<file path="config.mk">
export PLATFORM = sky130hd
export DESIGN_NAME = ll_sc_link_unit
export DESIGN_NICKNAME = d
export VERILOG_FILES = /design/src/rtl/cpu_atomic_pkg.sv /design/src/rtl/ll_timeout_ctr.sv /design/src/rtl/ll_sc_link_unit.sv
export SDC_FILE = /design/constraint.sdc
export NUM_CORES = 1
export LEC_CHECK = 0
export BUFFER_PORTS_ARGS = -buffer_cell sky130_fd_sc_hd__buf_4
export CELL_PAD_IN_SITES_DETAIL_PLACEMENT = 2
export CELL_PAD_IN_SITES_GLOBAL_PLACEMENT = 2
export CORE_ASPECT_RATIO = 0.5
export CORE_MARGIN = 2
export CORE_UTILIZATION = 32
export CTS_BUF_LIST = sky130_fd_sc_hd__clkbuf_8
export DETAILED_ROUTE_END_ITERATION = 8
export PLACE_DENSITY_LB_ADDON = 0.3
export SLEW_MARGIN = 5
export SYNTH_ARGS = -nofsm -noshare
export SYNTH_HDL_FRONTEND = slang
export SYNTH_SLANG_ARGS = --single-unit
export TNS_END_PERCENT = 10
</file>
<file path="constraint.sdc">
create_clock -name clk -period 3.9 [get_ports clk]
set_clock_uncertainty 0.2 [all_clocks]
set_input_delay 0.78 -clock clk [delete_from_list [all_inputs] [get_ports clk]]
set_output_delay 0.78 -clock clk [all_outputs]
set_load 0.05 [all_outputs]
</file>
<file path="src/rtl/cpu_atomic_pkg.sv">
// Shared types and constants for the load-link / store-conditional unit.
package cpu_atomic_pkg;

    typedef enum logic {
        LINK_IDLE   = 1'b0,
        LINK_ACTIVE = 1'b1
    } link_state_t;

    localparam logic ONE  = 1'b1;
    localparam logic ZERO = 1'b0;

    localparam int DEF_LINK_LSB = 2;

endpackage

</file>
<file path="src/rtl/ll_timeout_ctr.sv">
// Link lifetime counter. It is cleared by an LL and counts every cycle the link is held.
// o_expire is high in the last allowed cycle. The top instantiates it only when LL_TIMEOUT_EN is defined.
module ll_timeout_ctr
    import cpu_atomic_pkg::*;
#(
    parameter int TIMEOUT_CYCLES = 64,
    parameter int CNT_BITS       = $clog2(TIMEOUT_CYCLES)
) (
    input  logic clk,
    input  logic rst_,
    input  logic i_clear,
    input  logic i_active,
    output logic o_expire
);

    logic [CNT_BITS-1:0] r_cnt;

    always_ff @(posedge clk or negedge rst_) begin
        if (!rst_) begin
            r_cnt <= '0;
        end else if (i_clear) begin
            r_cnt <= '0;
        end else if (i_active) begin
            r_cnt <= r_cnt + 1'b1;
        end else begin
            r_cnt <= '0;
        end
    end

    assign o_expire = i_active & (r_cnt == CNT_BITS'(TIMEOUT_CYCLES - 1));

endmodule

</file>
<file path="src/rtl/ll_sc_link_unit.sv">
// Memory-stage LL/SC reservation tracker. It gates the SC store enable and registers the SC outcome.
// Optional link timeout: define LL_TIMEOUT_EN.
module ll_sc_link_unit
    import cpu_atomic_pkg::*;
#(
    parameter int BITS           = 32,
    parameter int LINK_LSB       = DEF_LINK_LSB,
    parameter int TIMEOUT_CYCLES = 64,
    parameter int CNT_BITS       = $clog2(TIMEOUT_CYCLES)
) (
    input  logic                 clk,
    input  logic                 rst_,
    input  logic                 atomic_s3,
    input  logic                 load_link_s3,
    input  logic                 check_link_s3,
    input  logic                 mem_rw_s3,
    input  logic [BITS-1:0]      mem_addr,
    input  logic                 stall,
    input  logic                 halt_s3,
    input  logic                 link_clr,
    input  logic                 snoop_valid,
    input  logic [BITS-1:0]      snoop_addr,
    output logic                 mem_wr_,
    output logic                 link_valid,
    output logic [BITS-LINK_LSB-1:0] link_addr,
    output logic                 sc_result_s4,
    output logic                 sc_done_s4
);

    link_state_t r_state, w_next;
    logic [BITS-LINK_LSB-1:0] r_link_addr;
    logic r_sc_result, r_sc_done;

    logic w_sc, w_ll, w_st, w_match, w_snoop_hit, w_snoop_new, w_sc_ok;
    logic w_active, w_load_addr, w_expire;
    logic w_unused_lo;

    assign w_unused_lo = ^{mem_addr[LINK_LSB-1:0], snoop_addr[LINK_LSB-1:0]};

    // SC takes precedence over LL when both are decoded in the same cycle.
    assign w_sc = ~stall & atomic_s3 & check_link_s3 & ~mem_rw_s3;
    assign w_ll = ~stall & atomic_s3 & ~load_link_s3 & ~w_sc;
    assign w_st = ~stall & ~mem_rw_s3 & ~w_sc;

    assign w_active    = (r_state == LINK_ACTIVE);
    assign w_match     = (mem_addr[BITS-1:LINK_LSB] == r_link_addr);
    assign w_snoop_hit = snoop_valid & (snoop_addr[BITS-1:LINK_LSB] == r_link_addr);
    assign w_snoop_new = snoop_valid &
                         (snoop_addr[BITS-1:LINK_LSB] == mem_addr[BITS-1:LINK_LSB]);

    assign w_sc_ok = w_sc & w_active & w_match & ~w_snoop_hit & ~link_clr;

    assign mem_wr_ = ~rst_ | mem_rw_s3 | stall | (w_sc & ~w_sc_ok);

`ifdef LL_TIMEOUT_EN
    ll_timeout_ctr #(
        .TIMEOUT_CYCLES (TIMEOUT_CYCLES),
        .CNT_BITS       (CNT_BITS)
    ) u_timeout (
        .clk      (clk),
        .rst_     (rst_),
        .i_clear  (w_ll),
        .i_active (w_active),
        .o_expire (w_expire)
    );
`else
    assign w_expire = ZERO;
`endif

    always_comb begin
        w_next      = r_state;
        w_load_addr = ZERO;
        if (link_clr | halt_s3) begin
            w_next = LINK_IDLE;
        end else if (w_snoop_hit & w_active) begin
            w_next = LINK_IDLE;
        end else if (w_expire) begin
            w_next = LINK_IDLE;
        end else if (w_sc) begin
            w_next = LINK_IDLE;
        end else if (w_st & w_match) begin
            w_next = LINK_IDLE;
        end else if (w_ll) begin
            // A same-cycle snoop to the granule being linked makes the new link stale on arrival.
            w_load_addr = ONE;
            w_next      = w_snoop_new ? LINK_IDLE : LINK_ACTIVE;
        end
    end

    always_ff @(posedge clk or negedge rst_) begin
        if (!rst_) begin
            r_state     <= LINK_IDLE;
            r_link_addr <= '0;
            r_sc_result <= ZERO;
            r_sc_done   <= ZERO;
        end else begin
            r_state   <= w_next;
            r_sc_done <= w_sc;
            if (w_load_addr) r_link_addr <= mem_addr[BITS-1:LINK_LSB];
            if (w_sc)        r_sc_result <= w_sc_ok;
        end
    end

    assign link_valid   = w_active;
    assign link_addr    = r_link_addr;
    assign sc_result_s4 = r_sc_result;
    assign sc_done_s4   = r_sc_done;

endmodule

</file>
==> Word-level counts from Yosys, hierarchy flattened <==
Index checks and enable logic that the tools add are counted.
W data, S select, Z words.
{ "word_totals": {"register_bits": 33, "in_bits": 74, "out_inout_bits": 34, "wordCells": 47} }
{ "op_classes": {"n_eq_ne": 3, "mux": 11, "bitwise_logic": 28, "reduce_logical": 1} }
{ "op_table": {"columns": ["operator", "count"], "rows": [
  ["$eq A30 B30 Y1", 3],
  ["$and A1 B1 Y1", 16],
  ["$mux W1", 11],
  ["$not A1 Y1", 8],
  ["$reduce_bool A5 Y1", 1],
  ["$or A1 B1 Y1", 4]
]} }

==> Depth between registers and ports, before layout <==
Gate-level depths: netlist (run 1).
{ "logic_depth": {"ltp_word": 11, "ltp_mapped": 7, "depth_no_buf": 6} }

==> Least setup slack after synthesis (run 1) <==
Ideal clock, no wire load.
{ "synth_path": {"path_type": "in2out", "from": "in snoop_addr[14]", "to": "out mem_wr_", "arrival_ns": 2.928, "required_time_ns": 2.920, "path_slack_ns": -0.008, "path_stages": 6, "n_path_buf": 0, "cell_sequence": "xnor2_1 nand4_1 or4_4 nor4_4 and4bb_2 o211ai_1"} }
{ "synth_between": {"elab_chain_cells": 8} }
{ "synth_rtl": {"columns": ["element", "line_no", "text"], "rows": [
  ["start: declaration", "ll_sc_link_unit.sv:22", "input logic [BITS-1:0] snoop_addr,"],
  ["$eq A30 B30 Y1", "ll_sc_link_unit.sv:47", "assign w_snoop_hit = snoop_valid & (snoop_addr[BITS-1:LINK_LSB] == r_link_addr);"],
  ["$and A1 B1 Y1", "ll_sc_link_unit.sv:47", null],
  ["$not A1 Y1", "ll_sc_link_unit.sv:51", "assign w_sc_ok = w_sc & w_active & w_match & ~w_snoop_hit & ~link_clr;"],
  ["$and A1 B1 Y1 (2 in a row)", "ll_sc_link_unit.sv:51", null],
  ["$not A1 Y1", "ll_sc_link_unit.sv:53", "assign mem_wr_ = ~rst_ | mem_rw_s3 | stall | (w_sc & ~w_sc_ok);"],
  ["$and A1 B1 Y1", "ll_sc_link_unit.sv:53", null],
  ["$or A1 B1 Y1", "ll_sc_link_unit.sv:53", null],
  ["end: declaration", "ll_sc_link_unit.sv:23", "output logic mem_wr_,"]
]} }
Every way passes these cells.

==> Final worst setup path (run 1) <==
{ "layout_path": {"from": "in snoop_addr[18]", "to": "out mem_wr_"} }
Same word-level chain as after synthesis.

==> flow_summary.yaml, run 1 <==
status:
  outcome: "complete, no violations"
synthesis:
  post_synth_mux_area_share_pct: 18.8
  synthDominantAreaCellType: "dfrtp_1"
  area_of_the_mapped_netlist_um2: 2460
  synth-seq-area-share_pct: 33.6
  synth_compound_gate_area_share_pct: 1.88
  mappedNetlistNets: 279
  post_synth_main_area_contributors: "dfrtp_1 34%, xnor2_1 25%, mux2_4 18%"
  synth.avg_cell_area_um2: 12.0
  yosys.area.top_type_share_pct: 33.6
  unique_masters_post_synth: 23
  yosysWarningCount: 0
  netlist_instances: 205
  synth_top_family_by_area: "XOR/XNOR gates"
  synthXorXnorAreaFrac_pct: 32.1
  post_synth_and_or_nand_nor_area_fraction_pct: 10.9
  postSynthRegisterBits: 33
  synthAdderAreaFrac_pct: 0
worst_setup_path:
  crit_top_cell: "buf_4"
  slowest_stage: "or4_4"
  timing.reg2reg.setup_slack_ns: 0.78
  crit_path_cell_trace: "buf_4 > xnor2_1 > nand4_1 > or4_4 > nor4_4 > and4bb_2 > o211ai_1 > buf_4"
  end_kind: "output port"
  crit_required_ns: 2.92
  r2r_cells: 7
  critical_path.max_stage_delay_ns: 0.55
  critical_path_peak_fanout: 3
  critical_path_arrival_ns: 2.83
  cp-start-kind: "input port"
  path_type_of_the_worst_setup_path: "in -> out"
  rr_startpoint: "link_addr[9]"
  critical_path.reg2reg.endpoint: "link_addr[6]"
cts:
  clockBufferDepth: 2
  cts.sinks: 33
  clk_pin_slew_worst_setup_hold_paths_ns: 0.07
  cts.root.buffer_cell: "clkbuf_8"
  cts_tree: "done"
  h_tree_lvls: 2
  insertion_delay_ns: 0.30
  cts-buffers-inserted: 5
  postCtsHoldBufs: 0
sta:
  fin_ws_ns: 0.0917
  report.final.setup_viol: 0
  maxSlewHeadroom_pct: 60.4
  worst_pin_slew_ns: 0.593
  fmaxAchievable_ghz: 0.263
  whs_ns: 0.326
  period_share_pct: 97.6
  finalHoldViolations: 0
  finalMaxSlewViolations: 0
  period_needed_ns: 3.81
global_routing:
  track_usage_pct: 20.2
  grt-ovfl-total: 0
  global_route_wire_length_before_repair_um: 12600
  antenna_found_initial: 0
  pin_count_of_the_biggest_net_entering_global_routing: 34
  grt_pass1_vias: 2224
finish:
  num-nets-final: 389
  seq_area_um2: 826
  post-route-util_pct: 46.6
  multi_input_area_um2: 1610
  fillCellCount: 781
  post_route_cells_drive_above_1_share_pct: 48.1
  antenna_diode_count: 0
  area_growth_pct: 39.9
floorplan:
  core_region_area_um2: 7380
  die_area_um2: 8430
  floorplan.io_pins: 108
  die_w_um: 128
  initial_utilization_pct: 33.3
  placement_rows: 22
  die-height_um: 66.0
power_and_ir_drop:
  share_comb_of_total_power_pct: 52.4
  switching_share_pct: 44.9
  power.switching_uw: 751
  pleak_uw: 0.00160
  part_of_the_power_in_the_clock_network_pct: 15.5
  post-layout-total-power_uw: 1670
  vdd.ir_drop.worst_mv: 0.198
  p_seq_share_pct: 32.1
  internal_power_uw: 921
  power_per_cell_area_nw_per_um2: 487
placement:
  place_congestion: 0.747
  hpwl_um: 6680
  pre_cts_ws_ns: 0.0940
  io_buffer_count: 103
route:
  detailroute.via_count: 2009
  wirelength_um: 8360
  final_antenna_net_count: 0
  detail_route.wl_per_cell_um: 20.3
  drt_drc_violations_left: 0
  post_drt_via_cell_ratio: 4.88
  drt_iter0_markers: 67
  drt-pass1-iter-count: 4
run:
  maxcap_violations: 0
min_path:
  whs_endpoint: "sc_result_s4"
  min_from: "sc_result_s4"
  worstHoldPathType: "reg -> reg"
  timing.hold.worst_path_depth: 1
registers in the layout (all words and copies together), names as in the netlist:
signal and count:
link_valid 1, sc_done_s4 1, sc_result_s4 1, link_addr 30
placed cells by master, fill, tap and decap left out, types with 3 or more instances in the layout:
master / count
xnor2_2: 5
mux2_4: 30
xor2_1: 20
nand4_1: 20
xnor2_1: 65
nor2_1: 4
nor4_1: 6
nand2_1: 3
dfrtp_1: 33
buf_4: 106
inv_1: 5
clkbuf_8: 5
how the worst max path moves through the flow:
stage	endpoint	slack, ns	from	cells past startpoint
6_report	mem_wr_	0.09	snoop_addr[18]	8
5_1_grt	mem_wr_	-0.005	snoop_addr[10]	8
4_1_cts	mem_wr_	0.08	snoop_addr[26]	8
3_5_place_dp	mem_wr_	0.09	snoop_addr[26]	8
3_3_place_gp	mem_wr_	0.11	snoop_addr[26]	8
2_1_floorplan	mem_wr_	0.12	snoop_addr[14]	6
power by group through the flow:
| stage | Sequential [µW] | Combinational, µW | Clock [µW] |
|---|---|---|---|
| 3_3_place_gp | 529 | 844 | 0 |
| 2_1_floorplan | 785 | 305 | 0 |
| 5_1_grt | 552 | 920 | 281 |
| 4_1_cts | 533 | 870 | 264 |
| 6_report | 538 | 876 | 259 |
| 3_5_place_dp | 538 | 863 | 0 |
metal layers:
| layer | GRT usage (%) | vias up | part of all wire (%) |
|---|---|---|---|
| met3 | 4.29 | 7 | 5.2 |
| met1 | 26.8 | 1009 | 45 |
| met4 | 4.12 | 0 | 0.75 |
| li1 | - | 940 | - |
| met2 | 34.3 | 53 | 49 |
| met5 | 0 | - | 0 |
synth_stat cells, drive strengths merged:
library cell	number
dfrtp	33
nor2	4
buf	3
inv	2
nand2	3
o22ai	1
or4	2
nand4	20
nor3b	1
nor4	8
a211oi	1
xor2	20
xnor2	70
mux2	31
a21o	1
and4bb	1
o211ai	1
nand3	1
and3	1
a211o	1
worst max-delay path, delay by kind of cell:
family	cells	cell delay [ns]
buf+inv	2	0.35
xor+xnor	1	0.17
compound gates	1	0.18
simple gates	4	1.34
layout make-up:
class	instances	share of cell area (%)
Clock inverter	3	0.328
Clock buffer	5	2.00
Timing Repair Buffer	106	23.2
Inverter	2	0.218
Tap cell	96	3.50
Sequential cell	33	24.0
Multi-Input combinational cell	167	46.8
kinds of logic (layout without fill, tap and decap cells):
family                 Yosys count  count (layout)
buffers and inverters            5             116
AO/OA/AOI/OAI                    5               5
multiplexers                    31              31
XOR/XNOR                        90              90
AND/OR/NAND/NOR                 41              41
flip-flops                      33              33
metrics by stage:
| stage | setup TNS, ns | cells | area (µm²) |
|---|---|---|---|
| final | 0 | 412 | 3440 |
| after CTS | 0 | 411 | 3380 |
| after global routing | -0.00465 | 412 | 3440 |
| after detailed placement | 0 | 403 | 3300 |
| after floorplan | 0 | 205 | 2460 |
| after global placement | 0 | 403 | 3300 |
what timing repair did:
action,in CTS,in global routing
setup buffers,0,1
gates resized for setup,0,6
endpoints found under the setup margin,0,1
No activity file was read; power rests on OpenSTA's default activity.
==> run 2: changes to the inputs <==
Settings changed: CORE_ASPECT_RATIO 0.5 to 0.8.
==> flow_summary.yaml, run 2 (same netlist as run 1, synthesis figures left out) <==
sta:
  fmaxAchievable_ghz: 0.272
  report.final.setup_viol: 0
  maxSlewHeadroom_pct: 60.1
  fin_setup_tns_ns: 0
  worst_pin_slew_ns: 0.599
  grt_setup_unrepaired: "false"
  finalMaxSlewViolations: 0
  period_needed_ns: 3.68
  finalHoldViolations: 0
  period_share_pct: 94.4
finish:
  antenna_diode_count: 0
  layout_common_cells: "105 x buf_4, 70 x xnor2_1, 33 x dfrtp_1"
  area_growth_pct: 38.5
  max_reg_flops: 30
  seq_area_um2: 826
  num-nets-final: 388
  post_route_cells_drive_above_1_share_pct: 46.5
  multi_input_area_um2: 1560
  fillCellCount: 823
  layout_commonest_cell: "buf_4"
  post-route-util_pct: 45.8
cts:
  cts_tree: "done"
  postCtsHoldBufs: 0
  cts-buffers-inserted: 5
  number_of_gates_resized_after_cts: 0
  clockBufferDepth: 2
  cts.sinks: 33
  cts_setup_buffers: 0
  cts.root.buffer_cell: "clkbuf_8"
  insertion_delay_ns: 0.29
  clk_pin_slew_worst_setup_hold_paths_ns: 0.06
  h_tree_lvls: 2
global_routing:
  grt_pass1_vias: 2171
  met1_usage_pct: 27.0
  track_usage_pct: 19.5
  busiest_layer: "met2"
  groute.layer.met3.usage_pct: 4.04
  antenna_found_initial: 0
  grt-ovfl-total: 0
  grtUsageMet2_pct: 31.3
  global_route_wire_length_before_repair_um: 12000
  pin_count_of_the_biggest_net_entering_global_routing: 34
worst_setup_path:
  cp-start-kind: "input port"
  crit_required_ns: 2.92
  end_kind: "output port"
  critical_path_peak_fanout: 2
  critical_path.max_stage_delay_ns: 0.56
  crit_top_cell: "buf_4"
  r2r_cells: 7
  cp.buffers_inverters: 2
  critPathTopFamily: "simple AND/OR/NAND/NOR gates"
  crit_path_cell_trace: "buf_4 > xnor2_1 > nand4_1 > or4_4 > nor4_4 > and4bb_2 > o211ai_1 > buf_4"
  critical_path_arrival_ns: 2.70
  crit_cells: 8
  slowest_stage: "or4_4"
  path_type_of_the_worst_setup_path: "in -> out"
route:
  detail_route.wl_per_cell_um: 18.6
  detailroute.via_count: 2001
  final_antenna_net_count: 0
  drt_drc_violations_left: 0
  wirelength_um: 7810
  post_drt_via_cell_ratio: 4.78
  drt_iter0_markers: 34
  drt-pass1-iter-count: 4
min_path:
  timing.hold.worst_path_depth: 1
  worstHoldPathType: "reg -> reg"
power_and_ir_drop:
  post-layout-total-power_uw: 1660
  vdd.ir_drop.worst_mv: 0.190
  power_per_cell_area_nw_per_um2: 487
  pleak_uw: 0.00156
floorplan:
  die_w_um: 102
  die_area_um2: 8400
  initial_utilization_pct: 33.1
  die-height_um: 82.4
  placement_rows: 28
  core_region_area_um2: 7430
  floorplan.io_pins: 108
placement:
  io_buffer_count: 103
  hpwl_um: 6420
  place_congestion: 0.755
status:
  outcome: "complete, no violations"
run:
  maxcap_violations: 0
==> run 2: changes by cell type in the layout (fill, tap and decap cells not counted), sizes merged <==
cell    previous run  this run
inv                5         3
buf              106       105
clkbuf             5         6
==> run 2: power by group <==
group	switching (µW)	internal, µW	leakage [µW]	total [µW]
logic	474	375	0.00110	849
registers	117	417	0.000410	535
clock network	136	138	0.0000485	274
==> run 2: routing by layer <==
metal  routed length, µm  share of wire [%]  vias up
li1                    -                  -      935
met4                  87                1.1        0
met3                 419                5.4        9
met1                3760                 48      990
met2                3550                 45       67
met5                   0                  0        -
==> run 2: path summary, 6_finish.rpt <==
path                                 from            end  slack [ns]
min in group asynchronous            rst_  link_addr[24]        0.37
setup reg to reg            link_addr[29]  link_addr[26]        0.93
max in group asynchronous            rst_     sc_done_s4        2.79
hold / removal               sc_result_s4   sc_result_s4        0.31
setup / recovery           snoop_addr[31]        mem_wr_        0.22
hold reg to reg              sc_result_s4   sc_result_s4        0.31
==> run 2: through the flow <==
stage	worst slack, ns	area (µm²)	cells	hold WS, ns
after floorplan	0.116	2460	205	0.284
final	0.220	3400	419	0.315
after detailed placement	0.175	3320	412	0.305
after global routing	0.116	3400	419	0.343
after global placement	0.188	3320	412	0.301
after CTS	0.162	3400	419	0.320
==> run 2: area by class of cell <==
class / count / share of cell area [%]
clock buffers: 6 / 2.43
well taps: 105 / 3.86
multi-input cells: 167 / 45.9
repair buffers: 105 / 23.2
clock inverters: 1 / 0.110
flip-flops and latches: 33 / 24.3
inverters: 2 / 0.221
==> run 3: changes to the inputs <==
Settings changed: ABC_AREA set to 1, CORE_MARGIN 2 to unset, CORE_UTILIZATION 32 to 29.
==> flow_summary.yaml, run 3 <==
finish:
  layout_common_cells: "236 x nand2_1, 107 x buf_4, 73 x inv_1"
  area_growth_pct: 28.4
  post-route-util_pct: 38.3
  num-nets-final: 756
  final-instance-count-excl-fill: 831
  post_route_cells_drive_above_1_share_pct: 22.7
  max_reg_flops: 30
  fin_area_um2: 4420
  layout_commonest_cell: "nand2_1"
  antenna_diode_count: 0
placement:
  hpwl_um: 12400
  io_buffer_count: 103
  placed_cells_incl_taps: 823
  place_congestion: 0.859
  postPlaceCellArea_um2: 4330
worst_setup_path:
  critical_path_peak_fanout: 3
  rr_startpoint: "link_addr[8]"
  critPathTopFamily: "simple AND/OR/NAND/NOR gates"
  crit_required_ns: 2.92
  cp-start-kind: "input port"
  critical_path_arrival_ns: 2.32
  critical_path.max_stage_delay_ns: 0.21
  crit_top_cell: "nand2_1"
  crit_path_cell_trace: "buf_4 > inv_1 > nand2_1 > o21ai_0 > nor2_1 > nand2_1 > nor2_1 > nand2_1 > nor2_1 > nor2_1 > nand2_1 > nand2_1 > nand2_1 > buf_4"
  worst_setup_path_startpoint: "snoop_addr[3]"
  slowest_stage: "buf_4"
  path_type_of_the_worst_setup_path: "in -> out"
  cp.buffers_inverters: 3
  end_kind: "output port"
floorplan:
  die_area_um2: 12300
  initial_utilization_pct: 29.9
  die_w_um: 124
  floorplan.io_pins: 108
  placement_rows: 35
  die-height_um: 99.4
  core_region_area_um2: 11500
cts:
  h_tree_lvls: 2
  number_of_gates_resized_after_cts: 0
  clockBufferDepth: 2
  cts-buffers-inserted: 5
  cts_tree: "done"
  cts_setup_buffers: 0
  postCtsHoldBufs: 0
  cts.root.buffer_cell: "clkbuf_8"
  cts.sinks: 33
  clk_pin_slew_worst_setup_hold_paths_ns: 0.08
  insertion_delay_ns: 0.31
sta:
  worst_pin_slew_ns: 0.552
  grt_setup_unrepaired: "false"
  period_share_pct: 84.6
  finalHoldViolations: 0
  finalMaxSlewViolations: 0
  fin_setup_tns_ns: 0
  report.final.setup_viol: 0
  period_needed_ns: 3.30
  maxSlewHeadroom_pct: 63.2
  fmaxAchievable_ghz: 0.303
power_and_ir_drop:
  pleak_uw: 0.00238
  post-layout-total-power_uw: 1740
  power_per_cell_area_nw_per_um2: 395
  vdd.ir_drop.worst_mv: 0.145
route:
  post_drt_via_cell_ratio: 5.00
  drt_iter0_markers: 107
  detail_route.wl_per_cell_um: 18.5
  drt-pass1-iter-count: 4
  drt_drc_violations_left: 0
  final_antenna_net_count: 0
  wirelength_um: 15400
  detailroute.via_count: 4158
synthesis:
  synth-seq-area-share_pct: 24.0
  area_of_the_mapped_netlist_um2: 3440
  yosysWarningCount: 0
  postSynth.topFlopCell: "dfrtp_1"
  ys_top_cells_by_count: "236 x nand2_1, 72 x inv_1, 61 x nor2_1, 45 x nand4_1, 34 x xnor2_1"
  synthDominantAreaCellType: "nand2_1"
  mappedNetlistNets: 654
  synth_edf_count: 0
  postSynthRegisterBits: 33
  yosys.area.top_type_share_pct: 25.7
  async_s_r_ff_share_synth_pct: 100
  synth.most_common_cell: "nand2_1"
  post_synth_main_area_contributors: "nand2_1 26%, dfrtp_1 24%, xnor2_1 8.7%"
  netlist_instances: 580
  synth.avg_cell_area_um2: 5.93
  unique_masters_post_synth: 28
global_routing:
  grt-ovfl-total: 0
  busiest_layer: "met2"
  grt_pass1_vias: 4529
  global_route_wire_length_before_repair_um: 23900
  pin_count_of_the_biggest_net_entering_global_routing: 34
  met1_usage_pct: 32.8
  track_usage_pct: 26.0
  antenna_found_initial: 0
  grtUsageMet2_pct: 45.7
  groute.layer.met3.usage_pct: 3.73
min_path:
  worstHoldPathType: "reg -> reg"
  min_from: "sc_result_s4"
status:
  outcome: "complete, no violations"
run:
  maxcap_violations: 0
-- run 3: cells by family after synthesis --
logic type                count (synthesis)  synth area share (%)
AOI/OAI and AO/OA                         8                  1.24
xor gates and xnor gates                 38                  9.67
DFF                                      33                  24.0
and+or+nand+nor                         408                  53.5
buffers and inverters                    93                  11.6
-- run 3: metrics by stage --
stage	worst slack [ns]	hold WS, ns
floorplan	1.12	0.284
global placement	0.808	0.281
detailed placement	0.686	0.284
CTS	0.616	0.308
global route	0.512	0.326
finish	0.601	0.302
-- run 3: tightest hold or removal path, delay by kind of cell, from the launching register on --
kind / cells / cell delay [ns]
DFF: 1 / 0.36
and+or+nand+nor: 2 / 0.11
-- run 3: layer usage --
metal  part of all wire [%]  vias up  routed length, µm
li1                       -     1989                  -
met1                     44     2052               6830
met2                     49       98               7550
met3                    4.5       19                696
met4                    1.8        0                281
met5                      0        -                  0
-- run 3: final cells by class --
| class | count | area, µm² |
|---|---|---|
| fillers | 1518 | 7100 |
| multi-input cells | 454 | 2220 |
| flip-flops and latches | 33 | 826 |
| repair buffers | 107 | 803 |
| inverters | 81 | 304 |
| well taps | 148 | 185 |
| clock buffers | 5 | 68.8 |
| clock inverters | 3 | 13.8 |
-- run 3: worst paths after layout --
path	endpoint	slack, ns	cells after the start
worst max-delay path	mem_wr_	0.60	14
min in group asynchronous	link_addr[27]	0.37	2
max in group asynchronous	link_addr[16]	2.77	2
worst min-delay path	sc_result_s4	0.30	2
worst max register to register	link_addr[1]	1.59	9
worst min register to register	sc_result_s4	0.30	2
-- run 3: report_power, final --
part	internal (µW)	switching (µW)
clock	122	163
sequential	407	120
combinational	318	615
total	847	897
